`config.mk`:
```
export PLATFORM = sky130hd
export DESIGN_NAME = ps2_key_writer_flat
export DESIGN_NICKNAME = d
export VERILOG_FILES = /design/src/rtl/ps2_key_pkg.sv /design/src/rtl/ps2_key_writer_if.sv /design/src/rtl/ps2_scan_to_ascii.sv /design/src/rtl/ps2_key_writer.sv /design/src/flat_wrapper.sv
export SDC_FILE = /design/constraint.sdc
export NUM_CORES = 1
export LEC_CHECK = 0
export BUFFER_PORTS_ARGS = -buffer_cell sky130_fd_sc_hd__buf_2
export CORE_ASPECT_RATIO = 1.1
export CORE_MARGIN = 2
export CORE_UTILIZATION = 40
export CTS_CLUSTER_DIAMETER = 40
export DETAILED_ROUTE_END_ITERATION = 12
export PLACE_DENSITY = 0.67
export SLEW_MARGIN = 20
export SYNTH_ARGS = -nofsm -noshare
export SYNTH_HDL_FRONTEND = slang
export SYNTH_HIERARCHICAL = 1
export SYNTH_SLANG_ARGS = --single-unit
```
`constraint.sdc`:
```
create_clock -name clock -period 4.35 [get_ports clock]
set_input_delay 0.435 -clock clock [delete_from_list [all_inputs] [get_ports clock]]
set_output_delay 0.435 -clock clock [all_outputs]
set_load 0.05 [all_outputs]
```
`src/rtl/ps2_key_pkg.sv`:
```
// Shared constants and types for the PS/2 key writer: RAM address, set-2 scan
// codes and the frame FSM state encoding.
package ps2_key_pkg;

  localparam logic [12:0] SCAN_ASCII_ADDR_DEFAULT = 13'h0310;
  localparam int          TIMEOUT_CYCLES_DEFAULT  = 5000;

  localparam logic [7:0] SC_BREAK  = 8'hF0;
  localparam logic [7:0] SC_EXT    = 8'hE0;
  localparam logic [7:0] SC_LSHIFT = 8'h12;
  localparam logic [7:0] SC_RSHIFT = 8'h59;

  typedef enum logic [1:0] {
    IDLE,
    DATA,
    PARITY,
    STOP
  } frame_state_e;

  function automatic logic is_shift_code(input logic [7:0] code);
    return (code == SC_LSHIFT) || (code == SC_RSHIFT);
  endfunction

endpackage

```
`src/rtl/ps2_key_writer_if.sv`:
```
// RAM-side bus of the key writer plus the frame FSM state for observation.
interface ps2_key_writer_if;
  import ps2_key_pkg::*;

  // key_ram_wen acts as valid and scan_read as the consume strobe: a key is
  // taken in any cycle where both are high, and wen drops on the next edge
  // unless a new key lands in that same cycle.
  logic [12:0]  key_ram_addr;
  logic [31:0]  key_ram_wdata;
  logic         key_ram_wen;
  logic         scan_read;
  frame_state_e fsm_state;

  modport master (
    output key_ram_addr,
    output key_ram_wdata,
    output key_ram_wen,
    output fsm_state,
    input  scan_read
  );

  modport slave (
    input  key_ram_addr,
    input  key_ram_wdata,
    input  key_ram_wen,
    input  fsm_state,
    output scan_read
  );

endinterface

```
`src/rtl/ps2_scan_to_ascii.sv`:
```
// Combinational PS/2 set-2 make code to ASCII lookup; returns 0 for unmapped codes.
module ps2_scan_to_ascii (
  input  logic [7:0] code,
  input  logic       shift,
  output logic [7:0] ascii
);

  logic [7:0] letter;

  always_comb begin
    letter = 8'h00;
    ascii  = 8'h00;
    case (code)
      8'h1C: letter = "A";  8'h32: letter = "B";  8'h21: letter = "C";
      8'h23: letter = "D";  8'h24: letter = "E";  8'h2B: letter = "F";
      8'h34: letter = "G";  8'h33: letter = "H";  8'h43: letter = "I";
      8'h3B: letter = "J";  8'h42: letter = "K";  8'h4B: letter = "L";
      8'h3A: letter = "M";  8'h31: letter = "N";  8'h44: letter = "O";
      8'h4D: letter = "P";  8'h15: letter = "Q";  8'h2D: letter = "R";
      8'h1B: letter = "S";  8'h2C: letter = "T";  8'h3C: letter = "U";
      8'h2A: letter = "V";  8'h1D: letter = "W";  8'h22: letter = "X";
      8'h35: letter = "Y";  8'h1A: letter = "Z";
      default: letter = 8'h00;
    endcase

    // Letters are stored upper case; bit 5 turns them into lower case.
    if (letter != 8'h00) begin
      ascii = shift ? letter : (letter | 8'h20);
    end else begin
      case (code)
        8'h45: ascii = "0";  8'h16: ascii = "1";  8'h1E: ascii = "2";
        8'h26: ascii = "3";  8'h25: ascii = "4";  8'h2E: ascii = "5";
        8'h36: ascii = "6";  8'h3D: ascii = "7";  8'h3E: ascii = "8";
        8'h46: ascii = "9";
        8'h29: ascii = 8'h20;
        8'h5A: ascii = 8'h0D;
        8'h66: ascii = 8'h08;
        default: ascii = 8'h00;
      endcase
    end
  end

endmodule

```
`src/rtl/ps2_key_writer.sv`:
```
// PS/2 receiver and make-code decoder that posts the latest key to the data RAM.
// Define PS2_PARITY_CHECK_EN to drop frames that fail the odd-parity check.
module ps2_key_writer
  import ps2_key_pkg::*;
#(
  parameter int          TIMEOUT_CYCLES  = TIMEOUT_CYCLES_DEFAULT,
  parameter logic [12:0] SCAN_ASCII_ADDR = SCAN_ASCII_ADDR_DEFAULT
) (
  input  logic                    clock,
  input  logic                    reset,
  input  logic                    ps2_clk,
  input  logic                    ps2_data,
  ps2_key_writer_if.master        bus
);

  localparam int CW = (TIMEOUT_CYCLES > 2) ? $clog2(TIMEOUT_CYCLES) : 1;
  localparam logic [CW-1:0] TO_LAST = CW'(TIMEOUT_CYCLES - 1);
`ifdef PS2_PARITY_CHECK_EN
  localparam bit PARITY_EN = 1'b1;
`else
  localparam bit PARITY_EN = 1'b0;
`endif

  logic [1:0]   clk_sync;
  logic [1:0]   data_sync;
  logic         clk_prev;
  logic         fall;
  logic         data_bit;
  frame_state_e state;
  logic [2:0]   bit_cnt;
  logic [7:0]   shreg;
  logic         parity_bit;
  logic [CW-1:0] to_cnt;
  logic         parity_ok;
  logic         frame_valid;
  logic         shift;
  logic         break_pending;
  logic [7:0]   ascii;
  logic [7:0]   ascii_q;
  logic         wen_q;

  // Idle-high reset values keep a released reset from looking like a falling edge.
  always_ff @(posedge clock) begin
    if (reset) begin
      clk_sync  <= 2'b11;
      data_sync <= 2'b11;
      clk_prev  <= 1'b1;
    end else begin
      clk_sync  <= {clk_sync[0], ps2_clk};
      data_sync <= {data_sync[0], ps2_data};
      clk_prev  <= clk_sync[1];
    end
  end

  assign fall     = clk_prev & ~clk_sync[1];
  assign data_bit = data_sync[1];

  always_ff @(posedge clock) begin
    if (reset) begin
      state      <= IDLE;
      bit_cnt    <= 3'd0;
      shreg      <= 8'h00;
      parity_bit <= 1'b0;
      to_cnt     <= '0;
    end else begin
      if (state == IDLE || fall) to_cnt <= '0;
      else                       to_cnt <= to_cnt + 1'b1;

      if (fall) begin
        case (state)
          IDLE: if (!data_bit) begin
            state   <= DATA;
            bit_cnt <= 3'd0;
          end
          DATA: begin
            shreg   <= {data_bit, shreg[7:1]};
            bit_cnt <= bit_cnt + 3'd1;
            if (bit_cnt == 3'd7) state <= PARITY;
          end
          PARITY: begin
            parity_bit <= data_bit;
            state      <= STOP;
          end
          default: state <= IDLE;
        endcase
      end else if (state != IDLE && to_cnt == TO_LAST) begin
        state  <= IDLE;
        to_cnt <= '0;
      end
    end
  end

  // The code is decoded on the stop-bit strobe itself so the key lands one edge later.
  assign parity_ok   = ^{shreg, parity_bit};
  assign frame_valid = fall && (state == STOP) && data_bit && (PARITY_EN ? parity_ok : 1'b1);

  ps2_scan_to_ascii u_lookup (
    .code  (shreg),
    .shift (shift),
    .ascii (ascii)
  );

  always_ff @(posedge clock) begin
    if (reset) begin
      shift         <= 1'b0;
      break_pending <= 1'b0;
      ascii_q       <= 8'h00;
      wen_q         <= 1'b0;
    end else begin
      if (bus.scan_read) wen_q <= 1'b0;
      if (frame_valid) begin
        if (shreg == SC_EXT) begin
          // Extended prefix carries no key information of its own.
        end else if (shreg == SC_BREAK) begin
          break_pending <= 1'b1;
        end else if (break_pending) begin
          break_pending <= 1'b0;
          if (is_shift_code(shreg)) shift <= 1'b0;
        end else if (is_shift_code(shreg)) begin
          shift <= 1'b1;
        end else if (ascii != 8'h00) begin
          ascii_q <= ascii;
          wen_q   <= 1'b1;
        end
      end
    end
  end

  assign bus.key_ram_addr  = SCAN_ASCII_ADDR;
  assign bus.key_ram_wdata = {24'h0, ascii_q};
  assign bus.key_ram_wen   = wen_q;
  assign bus.fsm_state     = state;

endmodule

```
`src/flat_wrapper.sv`:
```
// flat-port wrapper written by rule: the top's interface ports become plain ports
module ps2_key_writer_flat import ps2_key_pkg::*;
#(
  parameter int          TIMEOUT_CYCLES  = TIMEOUT_CYCLES_DEFAULT,
  parameter logic [12:0] SCAN_ASCII_ADDR = SCAN_ASCII_ADDR_DEFAULT
)
  (clock, reset, ps2_clk, ps2_data, bus_key_ram_addr, bus_key_ram_wdata, bus_key_ram_wen, bus_fsm_state, bus_scan_read);
  ps2_key_writer_if bus_i ();
  input  logic clock;
  input  logic reset;
  input  logic ps2_clk;
  input  logic ps2_data;
  output wire logic [$bits(bus_i.key_ram_addr)-1:0] bus_key_ram_addr;
  output wire logic [$bits(bus_i.key_ram_wdata)-1:0] bus_key_ram_wdata;
  output wire logic [$bits(bus_i.key_ram_wen)-1:0] bus_key_ram_wen;
  output wire logic [$bits(bus_i.fsm_state)-1:0] bus_fsm_state;
  input wire logic [$bits(bus_i.scan_read)-1:0] bus_scan_read;
  assign bus_key_ram_addr = bus_i.key_ram_addr;
  assign bus_key_ram_wdata = bus_i.key_ram_wdata;
  assign bus_key_ram_wen = bus_i.key_ram_wen;
  assign bus_fsm_state = bus_i.fsm_state;
  assign bus_i.scan_read = bus_scan_read;
  ps2_key_writer #(.TIMEOUT_CYCLES(TIMEOUT_CYCLES), .SCAN_ASCII_ADDR(SCAN_ASCII_ADDR)) u_core (.clock(clock), .reset(reset), .ps2_clk(ps2_clk), .ps2_data(ps2_data), .bus(bus_i));
endmodule
```
==> results of run 1 <==
cell usage in the layout (no fill, tap or decap), types with 2 or more instances in the layout:
cell	Yosys	layout
a21boi_0	3	3
a21oi_1	9	9
a31oi_1	9	9
a32o_1	2	2
a32oi_1	2	2
a41oi_1	2	2
and2_1	6	6
and3_1	2	2
and3_2	2	2
and4_1	2	2
buf_2	5	15
buf_4	42	3
clkbuf_8	0	5
conb_1	3	38
dfxtp_1	42	42
ha_1	14	14
inv_1	7	7
mux2_2	3	3
mux2i_1	23	23
nand2_1	19	19
nand2b_1	25	25
nand3_1	11	11
nand3b_1	2	2
nand4_1	7	7
nor2_1	32	32
nor2b_1	7	7
nor3_1	9	9
nor4_1	4	4
nor4b_1	2	2
o211ai_1	2	2
o21ai_0	11	11
o21ai_1	2	2
o31ai_1	3	3
or2_2	6	6
xnor2_1	11	11
xor2_1	3	3
logic make-up (layout without fill, tap and decap cells):
logic type / count (synthesis) / count (layout) / share of synthesized area
xor gates and xnor gates: 14 / 14 / 0.03848
and+or+nand+nor: 147 / 147 / 0.2572
adders and majority gates: 14 / 14 / 0.05497
buffers and inverters: 66 / 34 / 0.1457
muxes: 27 / 27 / 0.08755
AOI/OAI and AO/OA: 64 / 64 / 0.1488
other: 3 / 38 / 0.003533
DFF: 42 / 42 / 0.2638
power by group through the flow:
stage | Clock (mW) | Combinational [mW] | Sequential, mW
finish | 0.301 | 0.0827 | 0.387
global route | 0.324 | 0.0867 | 0.387
CTS | 0.311 | 0.0822 | 0.387
detailed placement | 0 | 0.0821 | 0.396
global placement | 0 | 0.0818 | 0.396
floorplan | 0 | 0.108 | 0.396
sequential cells by signal, summed over array words and instances, names as in the netlist:
register / cells
u_core/ascii_q: 8
u_core/bit_cnt: 3
u_core/break_pending: 1
u_core/bus.fsm_state: 2
u_core/bus.key_ram_wen: 1
u_core/clk_prev: 1
u_core/clk_sync: 2
u_core/data_sync: 2
u_core/shift: 1
u_core/shreg: 8
u_core/to_cnt: 13
cells in the mapped netlist (6+ instances only):
cell      number  area, um2
dfxtp_1       42      840.8
mux2i_1       23      230.2
inv_1          7      26.28
nor2b_1        7      43.79
nand2b_1      25      156.4
buf_6          7      78.83
buf_4         42      315.3
o21ai_0       11      55.05
ha_1          14      175.2
nor2_1        32      120.1
xnor2_1       11      96.34
nor3_1         9      45.04
nand4_1        7      43.79
nand2_1       19      71.32
a31oi_1        9      56.30
and2_1         6      37.54
a21oi_1        9      45.04
or2_2          6      37.54
nand3_1       11      55.05
path summary, 6_finish.rpt:
| check | from | endpoint | slack, ns | cells after the start |
|---|---|---|---|---|
| setup / recovery | u_core/shreg[1] | u_core/ascii_q[3] | 0.54 | 13 |
| hold / removal | ps2_clk | u_core/clk_sync[0] | 0.32 | 2 |
| setup reg to reg | u_core/shreg[1] | u_core/ascii_q[3] | 0.54 | 13 |
| hold reg to reg | u_core/data_sync[0] | u_core/data_sync[1] | 0.42 | 1 |
routing by layer:
| metal | vias to the layer above | wire (um) | track usage |
|---|---|---|---|
| li1 | 1264 | - | - |
| met2 | 103 | 3119 | 0.2393 |
| met1 | 1176 | 2743 | 0.1911 |
| met5 | - | 0 | 0 |
| met3 | 16 | 360 | 0.03229 |
| met4 | 0 | 129 | 0.04822 |
worst register-to-register path: cells and delay by family (launching register included):
| family | cells | cell delay (ns) |
|---|---|---|
| DFF | 1 | 0.59 |
| muxes | 1 | 0.25 |
| AOI/OAI and AO/OA | 5 | 1.11 |
| buffers and inverters | 1 | 0.24 |
| and+or+nand+nor | 5 | 1.12 |
| adders and majority gates | 1 | 0.44 |
area by class of cell:
cell class,count,area [um2]
fillers,809,4601
clock inverters,2,37.54
flip-flops and latches,42,840.8
repair buffers,18,97.59
clock buffers,6,72.57
multi-input cells,304,2013
inverters,8,30.03
well taps,108,135.1
metrics by stage:
stage / setup WS (ns) / std cells
floorplan: 1.339 / 412
global placement: 0.7984 / 480
detailed placement: 0.6239 / 480
CTS: 0.5961 / 488
global route: 0.1872 / 488
finish: 0.5371 / 488
==> results.md, run 1 <==
* Area after DPL at ~0.0031 mm2
* Worst Max-Slew Pin Slew at a little over 0.8 ns
* Final min period at between 3 and 4 ns
* Sw power at 0.2075 mW
* Rows at 34
* Clock Sinks at between 40 and 50
* Clock root buffer master: clkbuf_8
* Peak supply drop at between 0.2 and 0.25 mV
* Max Clock Freq at approximately 260 MHz
* Clock buffer count from CTS at 5
* CTS tree: yes
* Die X at slightly below 90 um
* Period utilisation layout at 0.8765
* Global-route wire length before repair at 10670 um
* Pin count of the biggest net entering global routing at 39
* Sequential share of the synthesized area at 0.2638
* Nets at 398
* DR iter-0 viols at 200
* Ratio of cells with drive above 1 in the final layout at 0.1237
* CP max stage cell: dfxtp_1
* Final Hold Vio Count at 0
* Post-CTS Setup Bufs at 0
* Initial Util at 0.4071
* Final Max Slew Viols at 0
* Io pins at 53
* Sequential share of power at 0.502
* Clock skew at between 0.005 and 0.006 ns
* CP arrival at 4.03 ns
* Worst Path Required at approximately 4.6 ns
* Crit path top cell by count: nor4_1
* Gate Count Post-Synth at 377
* Avg Vias per Cell at about 5.2
* Max_slew headroom at 0.4615
* HP Class: input port to register
* Initial antenna violation count at 0
* DRC at 0
* Final WL at 6352 um
* Finished Cell Area at between 0.003 and 0.004 mm2
* Max_cap viols at 0
* Gpl congestion at between 0.9 and 1
* Depth of the CTS H-tree at 2
* P_leak at between 1 and 1.5 nW
* Post-synth EDFFs at 0
* FF+latch count, synth at between 40 and 50
* Post-synth ARST share at 0
* Drt first pass iters at 5
* Hold_ws at between 0.3 and 0.4 ns
* Ys flop type: dfxtp_1
* DRT antenna net count at 0
* Combinational share of power at 0.107
* Ant. Diodes at 0
* Gates resized, CTS repair at 0
* I/O Buffers at 15
* Critical-path cell list: inv_1 -> ha_1 -> and2_1 -> a221oi_1 -> nor4_1 -> a21boi_2 -> nand4_2 -> o21a_1 -> a31oi_1 -> nor4_1 -> a21oi_1 -> and3_1 -> mux2i_1
* CTS clock-pin slew for the worst setup and hold paths at ~0.08 ns
* Hpwl dp at around 4600 um
* DIE AREA at 0.008698 mm2
* CP Buf/Inv Count at 1
* Die height at 97.62 um
* Crit Path Class: register to register
* Total track usage at 0.1474
* Final core occ at 0.4122
* Routed vias at 2559
* Run status: complete, no violations
* Clock share of power at 0.391
* Syn_area_per_cell at 8.453 um2
* Design Power at 0.7708 mW
* Syn-to-layout area delta at 1.256%
* Max Fanout on Critical Path at 15
* Vias in the first global route at between 2000 and 2500
* Cts hold-fix bufs at 0
* Worst path max stage delay at 0.59 ns
* Int Pwr at approximately 0.56 mW
* Yosys warns at 6
* Netlist cell types at 69
* Crit path capture type: register
* Final Setup Violations at 0
* Switching share of power at 0.2692
* Max Buffers Root-to-Sink at 2
* Setup crit start kind: register
* Unrepaired setup endpoints after global routing: false
* CORE AREA at slightly below 0.008 mm2
* Overflow left after global routing at 0
* Sum of negative setup slack at 0 ns
* Worst-skew pair later-pin latency at 0.29 ns
* Delay-heaviest family, CP: simple AND/OR/NAND/NOR gates
* Avg WL per Cell at 13.02 um
* Power Density at roughly 240 mW/mm2
* Mapped Area at 0.003187 mm2
No activity file was read; power rests on OpenSTA's default activity.
==> inputs of run 2 (changes only) <==
CELL_PAD_IN_SITES_DETAIL_PLACEMENT = 1   (was unset)
CELL_PAD_IN_SITES_GLOBAL_PLACEMENT = 1   (was unset)
PLACE_DENSITY = 0.83   (was 0.67)
==> run 2 against run 1 <==
  * Power decreased by 7.0%
  * Clock power fell by 18%
  * Register-to-register slack worse by 0.10 ns
  * First-iteration DRC count down 36%
  * Cell count is 0.20% higher
  * Largest cell class unchanged
==> results.md, run 2 (synthesis results as in run 1) <==
* Final Hold Vio Count at 0 (unchanged)
* Crit path capture type: register (unchanged)
* Overflow left after global routing at 0 (unchanged)
* Highest metal used: met4 (unchanged)
* CORE AREA at 0.007828 mm2 (unchanged)
* Int Pwr at 0.5054 mW (was 0.5632 mW)
* DRT antenna net count at 0 (unchanged)
* Final min period at 3.917 ns (was 3.813 ns)
* Vias in the first global route at 2590 (was 2358)
* Gpl congestion at 0.9209 (was 0.9668)
* Max Clock Freq at 255.3 MHz (was 262.3 MHz)
* Avg Vias per Cell at 5.397 (was 5.244)
* Die X at 89.11 um (unchanged)
* Placed cells at 481 (was 480)
* Most common cell after layout, fill and taps aside: dfxtp_1 (unchanged)
* Routed wl met2 at 3833 um (was 3119 um)
* Final WL at 7486 um (was 6352 um)
* HP Class: input port to register (unchanged)
* Setup crit start kind: register (unchanged)
* Run status: complete, no violations (unchanged)
* Max_cap viols at 0 (unchanged)
* Final Max Slew Viols at 0 (unchanged)
* Hold-critical path endpoint: u_core/data_sync[0] (was u_core/clk_sync[0])
* Global-route wire length before repair at 12370 um (was 10670 um)
* Unrepaired setup endpoints after global routing: false (unchanged)
* Power Density at 223.3 mW/mm2 (was 238.9 mW/mm2)
* P_leak at 1.243 nW (about the same)
* Post-CTS Setup Bufs at 0 (unchanged)
* Rows at 34 (unchanged)
* Clock buffer count from CTS at 5 (unchanged)
* Peak supply drop at 0.1764 mV (was 0.2135 mV)
* Number of flip-flops in the largest register at 13 (unchanged)
* Clock skew at 0.009584 ns (was 0.005273 ns)
* Switching share of power at 0.2951 (was 0.2692)
* Sw power at 0.2116 mW (was 0.2075 mW)
* Met3 WL at 316 um (was 360 um)
* Max_slew headroom at 0.5419 (was 0.4615)
* Ant. Diodes at 0 (unchanged)
* Combinational share of power at 0.116 (was 0.107)
* Clock root buffer master: clkbuf_8 (unchanged)
* Max Fanout on Critical Path at 15 (unchanged)
* Worst Max-Slew Pin Slew at 0.6846 ns (was 0.8067 ns)
* Final Setup Violations at 0 (unchanged)
* Worst Path Required at 4.57 ns (was 4.56 ns)
* CTS tree: yes (unchanged)
* Top reg by flops: u_core/to_cnt (unchanged)
* Die height at 97.62 um (unchanged)
* Crit Path Class: register to register (unchanged)
* Hold Path Cell Cnt at 2 (unchanged)
* Sequential share of power at 0.540 (was 0.502)
* DR iter-0 viols at 129 (was 200)
* Fill cells at 1011 (was 809)
* Total track usage at 0.1755 (was 0.1474)
* CP arrival at 4.14 ns (was 4.03 ns)
* CTS clock-pin slew for the worst setup and hold paths at 0.08 ns (about the same)
* Reg-to-Reg Start: u_core/shreg[1] (unchanged)
* CP max stage cell: dfxtp_1 (unchanged)
* Cts hold-fix bufs at 0 (unchanged)
* Drt first pass iters at 4 (was 5)
* I/O Buffers at 15 (unchanged)
* Cell Count, Final, Fillers Out at 489 (was 488)
* Depth of the CTS H-tree at 2 (unchanged)
* Clock Sinks at 42 (unchanged)
* Worst min-delay path startpoint: ps2_data (was ps2_clk)
* Worst path max stage delay at 0.61 ns (was 0.59 ns)
* Sum of negative setup slack at 0 ns (unchanged)
* Period utilisation layout at 0.9005 (was 0.8765)
* WL met1 at 3119 um (was 2743 um)
* Gates resized, CTS repair at 0 (unchanged)
* Initial antenna violation count at 0 (unchanged)
* Nets at 399 (was 398)
* Pin count of the biggest net entering global routing at 39 (unchanged)
* Syn-to-layout area delta at 0.7460% (was 1.256%)
* Initial Util at 0.4071 (unchanged)
* FF-to-FF End: u_core/ascii_q[1] (was u_core/ascii_q[3])
* Commonest non-fill, non-tap cells in the layout: dfxtp_1 (42), conb_1 (38), nor2_1 (32), nand2b_1 (25), mux2i_1 (23) (unchanged)
* Critical-path cell list: inv_1 -> ha_1 -> and2_1 -> a221oi_1 -> nor4_1 -> a21boi_2 -> nand4_2 -> o21a_1 -> a31oi_1 -> nor4_1 -> a21oi_1 -> and3_1 -> mux2i_1 (unchanged)
* Reg2Reg Depth at 13 (unchanged)
* Avg WL per Cell at 15.31 um (was 13.02 um)
* Worst-skew pair later-pin latency at 0.29 ns (about the same)
* Routed vias at 2639 (was 2559)
* Max Buffers Root-to-Sink at 2 (unchanged)
* Hold_ws at 0.3262 ns (was 0.3223 ns)
* Hpwl dp at 5571 um (was 4552 um)
* Crit path top cell by count: nor4_1 (unchanged)
* DIE AREA at 0.008698 mm2 (unchanged)
* Io pins at 53 (unchanged)
* Internal reg-to-reg setup slack at 0.43 ns (was 0.54 ns)
* Ratio of cells with drive above 1 in the final layout at 0.1260 (was 0.1237)
* Clock share of power at 0.344 (was 0.391)
* Largest regs: u_core/to_cnt x13, u_core/ascii_q x8, u_core/shreg x8 (unchanged)
* DRC at 0 (unchanged)
==> run 2: changes by cell type in the layout (fill, tap and decap cells not counted) <==
cell,previous run,this run
clkinv_4,0,1
clkinvlp_4,1,0
bufinv_16,1,0
clkinv_2,0,1
buf_4,3,4
==> run 2: worst max path at each step <==
stage | startpoint | to | depth (start not counted)
3_3_place_gp | u_core/shreg[1] | u_core/ascii_q[6] | 13
4_1_cts | u_core/shreg[1] | u_core/ascii_q[1] | 13
6_report | u_core/shreg[1] | u_core/ascii_q[1] | 13
2_1_floorplan | u_core/shreg[1] | u_core/ascii_q[0] | 14
3_5_place_dp | u_core/shreg[1] | u_core/ascii_q[1] | 13
5_1_grt | u_core/shreg[1] | u_core/ascii_q[1] | 13
==> run 2: routing by layer <==
layer  up-vias  global-route usage
met4         0             0.06085
li1       1261                   -
met2        79              0.3014
met5         -                   0
met1      1279              0.2172
met3        20             0.02804
==> run 2: critical path: cells and delay by family, from the launching register on <==
kind	cells	cell delay [ns]
multiplexers	1	0.25
buffers and inverters	1	0.25
AO/OA/AOI/OAI	5	1.15
flip-flops	1	0.61
adder cells (fa/ha/maj)	1	0.42
AND/OR/NAND/NOR	5	1.15
==> run 2: power groups by stage <==
stage	Combinational, mW	Clock (mW)	Sequential [mW]
after floorplan	0.108	0	0.396
after global placement	0.0819	0	0.396
after detailed placement	0.0824	0	0.396
after CTS	0.0825	0.253	0.387
after global routing	0.0870	0.271	0.387
final	0.0834	0.247	0.387
==> run 2: cell type report <==
cell class	instances	area (um2)	area share
Clock buffer	6	72.57	0.02260
Clock inverter	2	13.76	0.004287
Inverter	8	30.03	0.009353
Multi-Input combinational cell	304	2013	0.6270
Sequential cell	42	840.8	0.2619
Tap cell	108	135.1	0.04209
Timing Repair Buffer	19	105.1	0.03274
==> run 2: metrics by stage <==
| stage | setup slack [ns] | cell area [um2] | power [mW] | utilization |
|---|---|---|---|---|
| floorplan | 1.339 | 3318 | 0.5044 | - |
| global placement | 0.7814 | 3124 | 0.4781 | 0.3991 |
| detailed placement | 0.5267 | 3124 | 0.4786 | 0.3991 |
| CTS | 0.5071 | 3211 | 0.7223 | 0.4102 |
| global route | 0.06022 | 3211 | 0.7453 | 0.4102 |
| finish | 0.4329 | 3211 | 0.7170 | 0.4102 |
